==> config.mk <==
export PLATFORM = sky130hd
export DESIGN_NAME = load_store_unit
export DESIGN_NICKNAME = d
export VERILOG_FILES = /design/src/rtl/load_store_unit.sv
export SDC_FILE = /design/constraint.sdc
export NUM_CORES = 1
export LEC_CHECK = 0
export BUFFER_PORTS_ARGS = -buffer_cell sky130_fd_sc_hd__buf_2
export CORE_MARGIN = 5
export CORE_UTILIZATION = 49
export DETAILED_ROUTE_END_ITERATION = 8
export MAX_ROUTING_LAYER = met4
export PLACE_DENSITY_LB_ADDON = 0.08
export SLEW_MARGIN = 10
export SYNTH_ARGS = -nofsm -noshare
export SYNTH_HDL_FRONTEND = slang
export SYNTH_SLANG_ARGS = --single-unit
export TNS_END_PERCENT = 30
==> constraint.sdc <==
create_clock -name clk -period 2.8 [get_ports clk]
set_input_delay 0.56 -clock clk [delete_from_list [all_inputs] [get_ports clk]]
set_output_delay 0.56 -clock clk [all_outputs]
set_load 0.1 [all_outputs]
==> src/rtl/load_store_unit.sv <==
// Load/store unit: accepts one MEM-stage request per handshake and issues word-aligned accesses
// to a combinational-read memory. Sub-word loads are extended; sub-word stores use read-modify-write.
module load_store_unit #(
   parameter logic [31:0] BASE_ADDR = 32'h0100_0000,
   parameter int unsigned MEM_SIZE  = 1048576
) (
   input  logic        clk,
   input  logic        reset_n,
   input  logic        req_valid,
   output logic        req_ready,
   input  logic        req_we,
   input  logic [2:0]  req_funct3,
   input  logic [31:0] req_addr,
   input  logic [31:0] req_wdata,
   output logic        rsp_valid,
   output logic        rsp_err,
   output logic [31:0] rsp_rdata,
   output logic [31:0] mem_address,
   output logic [31:0] mem_data_in,
   output logic        mem_w_enable,
   input  logic [31:0] mem_data_out
);

   localparam logic [31:0] LAST_WORD = BASE_ADDR + 32'(MEM_SIZE) - 32'd4;

   localparam logic [2:0] S_IDLE   = 3'd0;
   localparam logic [2:0] S_LOAD   = 3'd1;
   localparam logic [2:0] S_RMW_RD = 3'd2;
   localparam logic [2:0] S_WRITE  = 3'd3;
   localparam logic [2:0] S_RESP   = 3'd4;

   localparam logic [2:0] F3_B  = 3'b000;
   localparam logic [2:0] F3_H  = 3'b001;
   localparam logic [2:0] F3_W  = 3'b010;
   localparam logic [2:0] F3_BU = 3'b100;
   localparam logic [2:0] F3_HU = 3'b101;

   logic [2:0]  state, state_nxt;
   logic [2:0]  lat_f3, lat_f3_nxt;
   logic [1:0]  lat_off, lat_off_nxt;
   logic [31:0] lat_wdata, lat_wdata_nxt;

   logic        req_ready_nxt;
   logic        rsp_valid_nxt;
   logic        rsp_err_nxt;
   logic [31:0] rsp_rdata_nxt;
   logic [31:0] mem_address_nxt;
   logic [31:0] mem_data_in_nxt;
   logic        mem_w_enable_nxt;

   logic [31:0] word_addr_c;
   logic        range_err_c;
   logic        align_err_c;
   logic        f3_err_c;
   logic        req_err_c;

   // Pick the addressed lane out of a memory word and sign/zero-extend it.
   function automatic logic [31:0] load_extend(input logic [31:0] word, input logic [2:0] f3,
                                               input logic [1:0] off);
      logic [7:0]  b;
      logic [15:0] h;
      logic [31:0] r;
      b = word[{off, 3'b000} +: 8];
      h = off[1] ? word[31:16] : word[15:0];
      case (f3)
         F3_B:    r = {{24{b[7]}}, b};
         F3_H:    r = {{16{h[15]}}, h};
         F3_BU:   r = {24'h0, b};
         F3_HU:   r = {16'h0, h};
         default: r = word;
      endcase
      return r;
   endfunction

   // Overlay the low byte/half of the store data onto the word read back from memory.
   function automatic logic [31:0] store_merge(input logic [31:0] word, input logic [2:0] f3,
                                               input logic [1:0] off, input logic [31:0] wdata);
      logic [31:0] r;
      r = word;
      if (f3 == F3_B) begin
         r[{off, 3'b000} +: 8] = wdata[7:0];
      end else if (f3 == F3_H) begin
         if (off[1]) r[31:16] = wdata[15:0];
         else        r[15:0]  = wdata[15:0];
      end else begin
         r = wdata;
      end
      return r;
   endfunction

   // Request legality, evaluated against the live request fields at acceptance.
   always_comb begin
      word_addr_c = {req_addr[31:2], 2'b00};
      range_err_c = (word_addr_c < BASE_ADDR) || (word_addr_c > LAST_WORD);
      align_err_c = 1'b0;
      f3_err_c    = 1'b0;
      case (req_funct3)
         F3_B:    f3_err_c = 1'b0;
         F3_H:    align_err_c = req_addr[0];
         F3_W:    align_err_c = |req_addr[1:0];
         F3_BU:   f3_err_c = req_we;
         F3_HU: begin
            align_err_c = req_addr[0];
            f3_err_c    = req_we;
         end
         default: f3_err_c = 1'b1;
      endcase
      req_err_c = range_err_c | align_err_c | f3_err_c;
   end

   // Next-state and next-output logic; every output is the registered copy of its _nxt.
   always_comb begin
      state_nxt        = state;
      lat_f3_nxt       = lat_f3;
      lat_off_nxt      = lat_off;
      lat_wdata_nxt    = lat_wdata;
      req_ready_nxt    = 1'b0;
      rsp_valid_nxt    = 1'b0;
      rsp_err_nxt      = 1'b0;
      rsp_rdata_nxt    = rsp_rdata;
      mem_address_nxt  = mem_address;
      mem_data_in_nxt  = mem_data_in;
      mem_w_enable_nxt = 1'b0;

      case (state)
         S_IDLE: begin
            req_ready_nxt = 1'b1;
            if (req_valid && req_ready) begin
               req_ready_nxt = 1'b0;
               lat_f3_nxt    = req_funct3;
               lat_off_nxt   = req_addr[1:0];
               lat_wdata_nxt = req_wdata;
               rsp_rdata_nxt = 32'h0;
               if (req_err_c) begin
                  state_nxt     = S_RESP;
                  rsp_valid_nxt = 1'b1;
                  rsp_err_nxt   = 1'b1;
               end else begin
                  mem_address_nxt = word_addr_c;
                  if (!req_we) begin
                     state_nxt = S_LOAD;
                  end else if (req_funct3 == F3_W) begin
                     state_nxt        = S_WRITE;
                     mem_w_enable_nxt = 1'b1;
                     mem_data_in_nxt  = req_wdata;
                  end else begin
                     state_nxt = S_RMW_RD;
                  end
               end
            end
         end
         S_LOAD: begin
            rsp_rdata_nxt = load_extend(mem_data_out, lat_f3, lat_off);
            rsp_valid_nxt = 1'b1;
            state_nxt     = S_RESP;
         end
         S_RMW_RD: begin
            mem_data_in_nxt  = store_merge(mem_data_out, lat_f3, lat_off, lat_wdata);
            mem_w_enable_nxt = 1'b1;
            state_nxt        = S_WRITE;
         end
         S_WRITE: begin
            rsp_valid_nxt = 1'b1;
            state_nxt     = S_RESP;
         end
         S_RESP: begin
            req_ready_nxt = 1'b1;
            state_nxt     = S_IDLE;
         end
         default: begin
            req_ready_nxt = 1'b1;
            state_nxt     = S_IDLE;
         end
      endcase
   end

   always_ff @(posedge clk or negedge reset_n) begin
      if (!reset_n) begin
         state        <= S_IDLE;
         lat_f3       <= 3'b000;
         lat_off      <= 2'b00;
         lat_wdata    <= 32'h0;
         req_ready    <= 1'b1;
         rsp_valid    <= 1'b0;
         rsp_err      <= 1'b0;
         rsp_rdata    <= 32'h0;
         mem_address  <= BASE_ADDR;
         mem_data_in  <= 32'h0;
         mem_w_enable <= 1'b0;
      end else begin
         state        <= state_nxt;
         lat_f3       <= lat_f3_nxt;
         lat_off      <= lat_off_nxt;
         lat_wdata    <= lat_wdata_nxt;
         req_ready    <= req_ready_nxt;
         rsp_valid    <= rsp_valid_nxt;
         rsp_err      <= rsp_err_nxt;
         rsp_rdata    <= rsp_rdata_nxt;
         mem_address  <= mem_address_nxt;
         mem_data_in  <= mem_data_in_nxt;
         mem_w_enable <= mem_w_enable_nxt;
      end
   end

endmodule
==> impl_metrics.yaml <==
run_status:
  run_status: "complete, no violations"
place:
  dp_cells: 1120
  portBuffers: 200
  dp_hpwl_um: 17410
  placed_cell_area_sq_um: 8544
  routabilityCongestion: 0.9167
power:
  power_frac_seq_pct: 39.3
  pwr-share-clk_pct: 40.0
  p_total_w: 0.005751
  pwr_density_cell_nw_per_um2: 628.7
  p_switching_w: 0.001789
  p_int_w: 0.003962
  max-vdd-ir-drop_mv: 0.4620
  p_leak_nw: 4.386
  swShare_pct: 31.10
  comb_power_share_pct: 20.6
critical_path:
  crit_chain: "buf_4, mux4_2, a21oi_1, a21boi_0, o21ai_0"
  critPathMaxStageDelay_ns: 0.56
  critPathRequiredTime_ns: 3.10
  cp_max_fo: 33
  slowest_stage: "mux4_2"
  crit_family: "compound AO/OA/AOI/OAI gates"
  startpoint_type: "register"
  cp-end-kind: "register"
  crit_buf_inv: 1
  cp_data_arrival_time_ns: 2.60
  worstSetupPathType: "reg -> reg"
routing:
  drt_iter0_drc: 565
  vias: 6969
  routed_via_density: 6.049
  antenna_left: 0
  drcViolationCount: 0
  wl_um: 24140
  wl_per_cell_um: 20.95
  dr.pass1.iters: 5
sta:
  fin_crit_ns: 2.305
  hold_viol: 0
  grt_setup_unrepaired: "no"
  post-route-period-util_pct: 82.32
  fin_worst_skew_ns: 0.01198
  setup_viol: 0
  maxSlewHeadroom_pct: 37.51
  tns_ns: 0
  slew_viol_final: 0
  max_slew.worst_pin.slew_ns: 0.9241
  clock.fmax_ghz: 0.4338
run:
  maxCapViolCount: 0
layout:
  multi_input_area_sq_um: 3587
  fillers: 1313
  finalNetCount: 1059
  register_area_sq_um: 3456
  instances_no_fill: 1152
  final_layout_size_suffix_gt1_share_pct: 32.78
  final_cell_area_sq_um: 9148
  diodes: 0
  area_delta_synth_final_pct: 23.06
yosys:
  netlist_area_sq_um: 7433
  seq_area_frac_synth_pct: 46.49
  syn_inst: 781
  ys_types: 57
  synth_area_leaders: "dfrtp_1 (46%), nand2_1 (6.9%), mux2_2 (6.2%)"
  synthFlopType: "dfrtp_1"
  yosysWarnings: 0
  synth-edff-count: 0
  ys_async_sr_fraction_pct: 100.0
  ys_seq_elements: 138
  synth_area_per_cell_sq_um: 9.518
  yosys.area.top_type: "dfrtp_1"
  synth_top_area_share_pct: 45.78
die:
  coreArea_sq_um: 15030
  initial_core_util_pct: 49.45
  die-area_sq_um: 17730
  die_h_um: 133.2
  io_pins: 203
  fp-row-count: 45
  die_w_um: 133.2
grt:
  grt_max_degree: 64
  grt_pass1_wl_um: 38500
  antenna_found_initial: 0
  grt_pass1_vias: 6875
  grt_overflow_total: 0
  grt.total_usage_pct: 28.23
clocking:
  htreeDepth: 4
  cts_max_path_buffers: 2
  path_clk_slew_ns: 0.06
  clkSinkCount: 138
  ctsHoldBuffers: 0
  clk-insertion-delay-late_ns: 0.43
  cts_tree: "built"
  post_cts_buffers: 0
  ctsResizeCount: 0
  clock-root-buffer: "clkbuf_16"
  cts_buffers: 17
worst_hold_path:
  hold_class: "in -> async"
## metal layers
layer,global-route usage (%),part of all wire [%]
met5,-,0
met2,42.92,47
met3,6.420,8.0
met1,38.19,44
met4,8.229,1.8
## placed cells by master, fill, tap and decap left out, types with 8 or more instances in the layout
| cell | netlist | final |
|---|---|---|
| o211ai_1 | 8 | 8 |
| nand4_1 | 8 | 8 |
| a21boi_0 | 8 | 8 |
| dfrtp_1 | 136 | 136 |
| nor2_1 | 12 | 12 |
| nand2b_1 | 11 | 11 |
| nand2_1 | 136 | 136 |
| a221oi_1 | 24 | 24 |
| inv_1 | 17 | 17 |
| o21ai_0 | 48 | 48 |
| clkbuf_16 | 0 | 17 |
| o22ai_1 | 18 | 18 |
| or3b_2 | 9 | 10 |
| o221ai_1 | 13 | 13 |
| buf_4 | 5 | 18 |
| buf_2 | 22 | 199 |
| a221o_1 | 16 | 16 |
| a21oi_1 | 21 | 21 |
| nor2b_1 | 13 | 13 |
| mux2_2 | 41 | 41 |
| and2_1 | 32 | 32 |
| nor3_1 | 31 | 31 |
| a31oi_1 | 32 | 32 |
| a211o_1 | 24 | 24 |
## final timing paths
path                               startpoint       endpoint  slack, ns  depth (start not counted)
worst min register to register   rsp_rdata[6]   rsp_rdata[6]       0.47                          2
worst max-delay path               lat_off[1]  rsp_rdata[15]       0.49                          5
max in group asynchronous             reset_n      req_ready       1.95                          2
min in group clk                req_wdata[19]  lat_wdata[19]       0.33                          3
worst max register to register     lat_off[1]  rsp_rdata[15]       0.49                          5
worst min-delay path                  reset_n  rsp_rdata[30]       0.09                          1
## synthesized netlist by cell type (12+ instances only)
| library cell | instances |
|---|---|
| a221o_1 | 16 |
| a221oi_1 | 24 |
| clkbuf_1 | 35 |
| o22ai_1 | 18 |
| a211o_1 | 24 |
| o21ai_0 | 48 |
| mux2_2 | 41 |
| dfrtp_1 | 136 |
| nor3_1 | 31 |
| buf_2 | 22 |
| and2_1 | 32 |
| nor2_1 | 12 |
| a21oi_1 | 21 |
| o221ai_1 | 13 |
| nand2_1 | 136 |
| a31oi_1 | 32 |
| nor2b_1 | 13 |
| inv_1 | 17 |
## worst register-to-register path, delay by kind of cell, from the launching register on
| kind | cells | cell delay, ns |
|---|---|---|
| compound gates | 3 | 0.83 |
| buf+inv | 1 | 0.42 |
| flops | 1 | 0.37 |
| mux | 1 | 0.56 |
## power by group through the flow
stage	logic, W	clock network (W)	registers (W)
final	0.00119	0.00230	0.00226
after global placement	0.00114	0	0.00229
after detailed placement	0.00116	0	0.00229
after global routing	0.00130	0.00243	0.00227
after CTS	0.00117	0.00233	0.00226
after floorplan	0.000787	0	0.00226
## sequential cells by signal, indices dropped and copies added (netlist names)
signal / count
lat_wdata: 32
mem_data_in: 32
rsp_rdata: 32
mem_address: 30
lat_f3: 3
state: 3
lat_off: 2
mem_w_enable: 1
req_ready: 1
rsp_err: 1
rsp_valid: 1
## per-stage QoR
stage | hold WS, ns | utilization [%] | worst slack [ns]
after CTS | 0.1066 | 60.85 | 0.5607
after global routing | 0.1180 | 60.85 | 0.3225
after detailed placement | 0.4683 | 56.84 | 0.4036
final | 0.08917 | 60.85 | 0.4950
after floorplan | 0.2644 | - | 0.5729
after global placement | 0.4583 | 56.80 | 0.2527
## area by class of cell
class | count | area share (%)
clock buffers | 18 | 4.692
inverters | 17 | 0.6976
clock inverters | 14 | 1.901
well taps | 188 | 2.571
flip-flops and latches | 138 | 37.78
repair buffers | 221 | 13.14
multi-input cells | 556 | 39.21
## cells by family (layout without fill, tap and decap cells)
family,Yosys count,count (layout),share of synthesized area [%]
buffers and inverters,88,270,5.471
AO/OA/AOI/OAI,221,221,20.80
AND/OR/NAND/NOR,283,283,19.36
adder cells (fa/ha/maj),5,5,0.8416
multiplexers,45,45,6.985
other,1,2,0.05045
flip-flops,138,138,46.49
No activity file was read; power rests on OpenSTA's default activity.
